File: src/rtl/mips_debug_controller.sv
// UART-side debug unit: loads instruction memory, runs the CPU (free-running or one clock
// per command) and streams PC, data memory, registers and cycle count back over the UART.
module mips_debug_controller #(
  parameter int IM_ADDR_LENGTH = 32,
  parameter int IM_MEM_SIZE    = 5,
  parameter int INST_WIDTH     = 32,
  parameter int DM_ADDR_LENGTH = 32,
  parameter int DM_MEM_SIZE    = 2,
  parameter int DATA_WIDTH     = 32,
  parameter int RBITS          = 5,
  parameter int BANK_SIZE      = 2,
  parameter int REG_WIDTH      = 32,
  parameter int NBITS          = 32
) (
  input  logic                      clk,
  input  logic                      reset,
  input  logic [NBITS-1:0]          rx_Data,
  input  logic                      rx_done,
  input  logic                      tx_done,
  input  logic [REG_WIDTH-1:0]      RB_Data,
  input  logic [DATA_WIDTH-1:0]     DM_Data,
  input  logic                      halt_flag,
  input  logic [NBITS-1:0]          current_PC,
  input  logic [NBITS-1:0]          clock_count,
  output logic [IM_ADDR_LENGTH-1:0] IM_Addr,
  output logic [INST_WIDTH-1:0]     IM_Data,
  output logic                      IM_We,
  output logic [RBITS-1:0]          RB_Addr,
  output logic [DM_ADDR_LENGTH-1:0] DM_Addr,
  output logic [NBITS-1:0]          tx_Data,
  output logic                      tx_start,
  output logic                      clock_enable,
  output logic                      o_rst
);

  typedef enum logic [2:0] {
    RECVPROG, RECVMODE, RUNSTEP, RUNALL, SENDPC, SENDDM, SENDRB, SENDCLK
  } state_t;

  localparam logic [INST_WIDTH-1:0]     HALT_INST = INST_WIDTH'(32'hFFFF_FFFF);
  localparam logic [NBITS-1:0]          STEP_CMD  = NBITS'(32'h1000_1000);
  localparam logic [IM_ADDR_LENGTH-1:0] IM_LAST   = IM_ADDR_LENGTH'(IM_MEM_SIZE - 1);
  localparam logic [DM_ADDR_LENGTH-1:0] DM_LAST   = DM_ADDR_LENGTH'(DM_MEM_SIZE - 1);
  localparam logic [RBITS-1:0]          RB_LAST   = RBITS'(BANK_SIZE - 1);

  state_t                    state_q;
  logic [IM_ADDR_LENGTH-1:0] im_addr_q;
  logic [INST_WIDTH-1:0]     im_data_q;
  logic                      im_we_q;
  logic [RBITS-1:0]          rb_addr_q;
  logic [DM_ADDR_LENGTH-1:0] dm_addr_q;
  logic [NBITS-1:0]          tx_data_q;
  logic                      tx_start_q;
  logic                      ce_q;
  logic                      o_rst_q;
  logic                      step_q;
  logic                      wait_q;
  logic                      rx_done_q;
  logic                      tx_done_q;
  logic                      rx_evt;
  logic                      tx_evt;
  logic [NBITS-1:0]          send_word_d;

  assign rx_evt = rx_done & ~rx_done_q;
  assign tx_evt = tx_done & ~tx_done_q;

  // Word presented for the current send state; addresses are already settled here.
  always_comb begin
    send_word_d = clock_count;
    case (state_q)
      SENDPC:  send_word_d = current_PC;
      SENDDM:  send_word_d = NBITS'(DM_Data);
      SENDRB:  send_word_d = NBITS'(RB_Data);
      default: send_word_d = clock_count;
    endcase
  end

  always_ff @(posedge clk or posedge reset) begin
    if (reset) begin
      state_q    <= RECVPROG;
      im_addr_q  <= '0;
      im_data_q  <= '0;
      im_we_q    <= 1'b0;
      rb_addr_q  <= '0;
      dm_addr_q  <= '0;
      tx_data_q  <= '0;
      tx_start_q <= 1'b0;
      ce_q       <= 1'b0;
      o_rst_q    <= 1'b1;
      step_q     <= 1'b0;
      wait_q     <= 1'b0;
      rx_done_q  <= 1'b0;
      tx_done_q  <= 1'b0;
    end else begin
      rx_done_q  <= rx_done;
      tx_done_q  <= tx_done;
      im_we_q    <= 1'b0;
      tx_start_q <= 1'b0;
      case (state_q)
        RECVPROG: begin
          o_rst_q <= 1'b1;
          ce_q    <= 1'b0;
          // The cycle after a write pulse decides between next address and exit.
          if (im_we_q) begin
            if (im_data_q == HALT_INST || im_addr_q == IM_LAST) begin
              im_addr_q <= '0;
              o_rst_q   <= 1'b0;
              state_q   <= RECVMODE;
            end else begin
              im_addr_q <= im_addr_q + IM_ADDR_LENGTH'(1);
            end
          end else if (rx_evt) begin
            im_we_q   <= 1'b1;
            im_data_q <= INST_WIDTH'(rx_Data);
          end
        end
        RECVMODE: begin
          o_rst_q <= 1'b0;
          ce_q    <= 1'b0;
          if (rx_evt) begin
            step_q  <= (rx_Data == STEP_CMD);
            state_q <= (rx_Data == STEP_CMD) ? RUNSTEP : RUNALL;
            ce_q    <= 1'b1;
          end
        end
        RUNSTEP: begin
          ce_q    <= 1'b0;
          state_q <= SENDPC;
        end
        RUNALL: begin
          if (halt_flag) begin
            ce_q    <= 1'b0;
            state_q <= SENDPC;
          end
        end
        default: begin
          ce_q <= 1'b0;
          if (!wait_q) begin
            tx_data_q  <= send_word_d;
            tx_start_q <= 1'b1;
            wait_q     <= 1'b1;
          end else if (tx_evt) begin
            wait_q <= 1'b0;
            case (state_q)
              SENDPC: state_q <= SENDDM;
              SENDDM: begin
                if (dm_addr_q == DM_LAST) state_q <= SENDRB;
                else dm_addr_q <= dm_addr_q + DM_ADDR_LENGTH'(1);
              end
              SENDRB: begin
                if (rb_addr_q == RB_LAST) state_q <= SENDCLK;
                else rb_addr_q <= rb_addr_q + RBITS'(1);
              end
              default: begin
                dm_addr_q <= '0;
                rb_addr_q <= '0;
                if (!step_q || halt_flag) begin
                  state_q   <= RECVPROG;
                  im_addr_q <= '0;
                  o_rst_q   <= 1'b1;
                end else begin
                  state_q <= RECVMODE;
                end
              end
            endcase
          end
        end
      endcase
    end
  end

  assign IM_Addr      = im_addr_q;
  assign IM_Data      = im_data_q;
  assign IM_We        = im_we_q;
  assign RB_Addr      = rb_addr_q;
  assign DM_Addr      = dm_addr_q;
  assign tx_Data      = tx_data_q;
  assign tx_start     = tx_start_q;
  assign clock_enable = ce_q;
  assign o_rst        = o_rst_q;

endmodule

File: config.mk
export PLATFORM = sky130hd
export DESIGN_NAME = mips_debug_controller
export DESIGN_NICKNAME = d
export VERILOG_FILES = /design/src/rtl/mips_debug_controller.sv
export SDC_FILE = /design/constraint.sdc
export NUM_CORES = 1
export LEC_CHECK = 0
export BUFFER_PORTS_ARGS = -buffer_cell sky130_fd_sc_hd__clkbuf_2
export CORE_MARGIN = 10
export CORE_UTILIZATION = 49
export DETAILED_ROUTE_END_ITERATION = 6
export PLACE_DENSITY = 0.93
export SLEW_MARGIN = 20
export SYNTH_ARGS = -nofsm -noshare
export SYNTH_HDL_FRONTEND = slang
export SYNTH_SLANG_ARGS = --single-unit
File: constraint.sdc
create_clock -name clk -period 6 [get_ports clk]
set_input_delay 1.2 -clock clk [delete_from_list [all_inputs] [get_ports clk]]
set_output_delay 1.2 -clock clk [all_outputs]
set_load 0.02 [all_outputs]
## Yosys cells after proc, flatten, opt, wreduce, memory -nomap -nowiden

Cells that the tools add are included.

- $add $sub $neg: 3
- Equality and inequality tests: 21
- Multiplexer cells: 40
- Bitwise logic cells: 11
- Reduce and logical (&&, ||, !) cells: 26

Operator list:

| operator | number |
|---|---|
| $mux W32 | 7 |
| $pmux W32 S2 | 2 |
| $pmux W32 S3 | 1 |
| $add A32 B1 Y32 const B | 2 |
| $eq A32 B1 Y1 const B | 1 |
| $eq A32 B29 Y1 const B | 1 |
| $eq A32 B3 Y1 const B | 1 |
| $eq A32 B32 Y1 const B | 1 |
| $mux W3 | 8 |
| $mux W1 | 16 |
| $reduce_and A5 Y1 | 3 |
| $ne A2 B2 Y1 const B | 6 |
| $ne A6 B2 Y1 const B | 2 |
| $pmux W3 S4 | 1 |
| $pmux W5 S2 | 1 |
| $reduce_bool A5 Y1 | 2 |
| $eq A3 B3 Y1 const B | 3 |
| $not A1 Y1 | 9 |
| $pmux W3 S3 | 1 |
| $reduce_bool A3 Y1 | 3 |
| $reduce_and A8 Y1 | 1 |
| $eq A3 B2 Y1 const B | 2 |
| $reduce_and A6 Y1 | 1 |
| $reduce_bool A2 Y1 | 3 |
| other kinds (17) | 23 |

- Flip-flop bits (word level): 144
- Input port bits: 165
- Output and inout bits: 137

## Longest topological paths before layout

- Word-level depth: 7
- Depth in mapped cells: 8
- Depth with buffers taken out: 7

## Least setup slack after synthesis

Ideal clock, no wire load.

- Kind: input -> register
- From: in tx_done
- To: reg dm_addr_q[22] (netlist: DM_Addr[22])
- Setup time: 0.077 ns
- Arrival time: 2.643 ns
- Data required time: 5.923 ns
- Setup slack: 3.279 ns
- Stages on the path: 6
- Path buffers: 1
- Path through: and4b_1 > buf_2 > nand4_4 > a311o_1 > or4_1 > a21oi_1

- Word-level cells in the longest chain between the ends: 2

RTL lines:

| what | RTL line | RTL |
|---|---|---|
| from (decl) | 19 | `input logic tx_done,` |
| $and A1 B1 Y1 | 65 | `assign tx_evt = tx_done & ~tx_done_q;` |
| $reduce_and A5 Y1 (no source line) | - |  |
| to (signal assigned) | 148 | `else dm_addr_q <= dm_addr_q + DM_ADDR_LENGTH'(1);` |
| to (decl) | 51 | `logic [DM_ADDR_LENGTH-1:0] dm_addr_q;` |

No other way between the ends.
A chain may end at the register's enable or synchronous reset.

## Final worst setup path

- From: in rx_done
- To: reg im_data_q[0] (netlist: IM_Data[0])

- Word-level cells in the longest chain between the ends: 2

RTL lines:

| what | RTL line | RTL |
|---|---|---|
| from (decl) | 18 | `input logic rx_done,` |
| $and A1 B1 Y1 | 64 | `assign rx_evt = rx_done & ~rx_done_q;` |
| $reduce_and A3 Y1 (no source line) | - |  |
| to (signal assigned) | 114 | `im_data_q <= INST_WIDTH'(rx_Data);` |
| to (decl) | 48 | `logic [INST_WIDTH-1:0] im_data_q;` |

No other way between the ends.

==> impl_metrics.env <==
export IMPL_ys_seq_area_frac=0.477
export IMPL_ctsHoldBuffers=0
export IMPL_synth_edf_count=0
export IMPL_start_util=0.499
export IMPL_antenna_left=0
export IMPL_cts_sinks=144
export IMPL_die_area_mm2=0.0208
export IMPL_synthesis_area_mm2=0.00756
export IMPL_tns_ns=0
export IMPL_yosys_warnings=0
export IMPL_whs_path_depth=2
export IMPL_synthArstFlopShare=1.00
export IMPL_antenna_found_initial=1
export IMPL_fin_crit_ns=3.05
export IMPL_synth_top_cell_area_share=0.474
export IMPL_syn_avg_cell_area_um2=9.08
export IMPL_synthFlopType="dfrtp_1"
export IMPL_cpMostUsedCell="nand2_1"
export IMPL_crit_buf_inv=2
export IMPL_fillers=1254
export IMPL_grt_ovfl_total=0
export IMPL_port_buffers=301
export IMPL_core_area_mm2=0.0151
export IMPL_drcViolationCount=0
export IMPL_wl_per_cell_um=19.6
export IMPL_finalWirelength_mm=25.7
export IMPL_critPathKind="input pin to flop"
export IMPL_grt_max_degree=98
export IMPL_h_tree_depth=4
export IMPL_netlist_instances=832
export IMPL_start_kind="input pin"
export IMPL_fin_crit_sh=0.509
export IMPL_die_x_um=144
export IMPL_end_kind="flop"
export IMPL_cts_tree="built"
export IMPL_slowest_delay_ns=0.83
export IMPL_areaGrowthSynthToFinish_pct=29.0
export IMPL_fmax_mhz=327
export IMPL_reg2reg_from="state_q[2]$_DFFE_PP0P_"
export IMPL_peakVddDrop_v=0.000243
export IMPL_timing_rr_end="IM_Data[0]$_DFFE_PP0P_"
export IMPL_layout_commonest_cell="clkbuf_2"
export IMPL_rsz0062_at_grt="false"
export IMPL_cp_data_required_time_ns=6.30
export IMPL_grt_usage=0.234
export IMPL_cts_buffers_inserted=17
export IMPL_ios=302
export IMPL_hpwl_mm=19.3
export IMPL_synth_area_leaders="dfrtp_1 47%, nand2_1 8.3%, o21ai_0 4.0%, a221oi_1 3.8%, a22o_1 3.8%"
export IMPL_worstMarginPinSlew_ns=1.09
export IMPL_cp_slowest_cell="or3_1"
export IMPL_p_per_area_mw_per_mm2=408
export IMPL_synth_fp_nets=1003
export IMPL_min_from="tx_Data[8]$_DFFE_PP0P_"
export IMPL_outcome="finished clean"
export IMPL_hold_class="flop to flop"
export IMPL_firstDrtPassIters=5
export IMPL_post_cts_resized=0
export IMPL_fp_row_count=45
export IMPL_cts_buffer_depth=2
export IMPL_placed_area_mm2=0.00916
export IMPL_drt_iter0_drc=528
export IMPL_cts_setup_buffers=0
export IMPL_drv_slew=0
export IMPL_p_leak_nw=4.77
export IMPL_ctsRootBufferMaster="clkbuf_16"
export IMPL_final_hold_violation_count=0
export IMPL_rrSetupSlack_ns=2.98
export IMPL_drive_above_1_share=0.321
export IMPL_crit_cells=6
export IMPL_critPathArrivalTime_ns=3.35
export IMPL_maxSlewHeadroom=0.275
export IMPL_layout_common_cells="301 x clkbuf_2, 168 x nand2_1, 143 x dfrtp_1, 61 x o21ai_0, 42 x nor2_1"
export IMPL_worstPathCellList="clkbuf_2, nand2b_1, or3_1, inv_1, nand2_1, nand2_1"
export IMPL_clk_latency_ns=0.41
export IMPL_fin_nets=1282
export IMPL_finalClockSkew_ns=0.00671
export IMPL_grt_pass1_vias=7526
export IMPL_finalSetupViolCount=0
export IMPL_reg2reg_depth=5
export IMPL_whs_endpoint="tx_Data[8]$_DFFE_PP0P_"
export IMPL_routed_via_density=5.95
export IMPL_final_area_mm2=0.00975
export IMPL_critPathTopFamily="simple AND/OR/NAND/NOR gates"
export IMPL_synth_distinct_cells=59
export IMPL_crit_path_max_fanout=33
export IMPL_die_y_um=144
export IMPL_yosys_area_top_type="dfrtp_1"
export IMPL_grt_pass1_wl_mm=38.9
export IMPL_gp_congestion=0.916
export IMPL_yosys_register_bits=144
export IMPL_vias=7804
export IMPL_path_clk_slew_ns=0.06
export IMPL_max_cap_violations=0
-- metal layers --
layer | wire [µm] | vias to the layer above | GRT usage
li1 | - | 3657 | -
met1 | 9800 | 3678 | 0.269
met2 | 12400 | 405 | 0.387
met3 | 2540 | 64 | 0.0722
met4 | 946 | 0 | 0.115
met5 | 0 | - | 0
-- metrics by stage --
step	power, mW	hold slack (ns)	setup WS, ns	std cells	utilization
2_1_floorplan	2.39	0.482	0.935	832	-
3_3_place_gp	2.92	0.463	2.57	1280	0.605
3_5_place_dp	2.97	0.472	2.52	1280	0.605
4_1_cts	4.01	0.485	2.95	1311	0.643
5_1_grt	4.21	0.499	2.75	1312	0.644
6_report	3.98	0.480	2.95	1312	0.644
-- cell type report --
type,instances,area (µm²),area share
clock buffers,19,443,0.0454
clock inverters,12,135,0.0139
multi-input cells,625,3710,0.381
flip-flops and latches,144,3600,0.370
inverters,15,61.3,0.00629
diodes,1,2.50,0.000257
repair buffers,308,1560,0.160
well taps,188,235,0.0241
-- report_power, final --
group,switching (mW),internal [mW],total (mW)
clock,0.412,0.623,1.04
sequential,0.238,1.22,1.46
combinational,0.965,0.523,1.49
total,1.62,2.37,3.98
-- cell families after synthesis --
group / Yosys count / share of synthesized area
mux: 3 / 0.00430
buf+inv: 63 / 0.0336
fa+ha+maj: 6 / 0.00993
flops: 144 / 0.477
compound gates: 200 / 0.180
simple gates: 391 / 0.266
xor+xnor: 25 / 0.0290
-- cells in the mapped netlist (all sizes together) (2+ instances only) --
cell type / instances
and3: 5
or2: 3
nor4: 24
a221oi: 33
nand3: 18
nand4: 31
a311o: 2
inv: 15
nor4b: 12
or4: 11
o31ai: 10
nand2b: 5
o21ai: 61
a22o: 33
ha: 6
nor2: 43
a211oi: 3
a31oi: 3
nor2b: 4
xor2: 2
a32o: 3
a31o: 4
o22ai: 3
and4: 15
xnor2: 23
and2: 5
or3: 18
a21o: 2
dfrtp: 143
clkbuf: 37
buf: 11
nor3b: 5
nor3: 18
nand3b: 2
nand2: 169
mux2: 2
a21oi: 37
-- registers in the layout (all words and copies together), names as in the netlist --
| register | cells |
|---|---|
| tx_start | 1 |
| wait_q | 1 |
| IM_We | 1 |
| RB_Addr | 5 |
| clock_enable | 1 |
| tx_Data | 32 |
| step_q | 1 |
| IM_Data | 32 |
| o_rst | 1 |
| DM_Addr | 32 |
| state_q | 3 |
| rx_done_q | 1 |
| tx_done_q | 1 |
| IM_Addr | 32 |
-- worst max-delay path by stage --
| stage | slack [ns] | endpoint | start |
|---|---|---|---|
| 2_1_floorplan | 0.94 | DM_Addr[0]$_DFFE_PP0P_ | reset |
| 3_3_place_gp | 2.57 | IM_Data[10]$_DFFE_PP0P_ | rx_done |
| 3_5_place_dp | 2.52 | IM_Data[0]$_DFFE_PP0P_ | rx_done |
| 4_1_cts | 2.95 | IM_Data[0]$_DFFE_PP0P_ | rx_done |
| 5_1_grt | 2.75 | IM_Data[25]$_DFFE_PP0P_ | state_q[2]$_DFFE_PP0P_ |
| 6_report | 2.95 | IM_Data[0]$_DFFE_PP0P_ | rx_done |
-- worst reg2reg max path: cells and delay by family, from the launching register on --
family                 cells  cell delay [ns]
buffers and inverters      1             0.94
flip-flops                 1             0.59
AND/OR/NAND/NOR            4             1.44
Power figures use the tool's default switching activity.
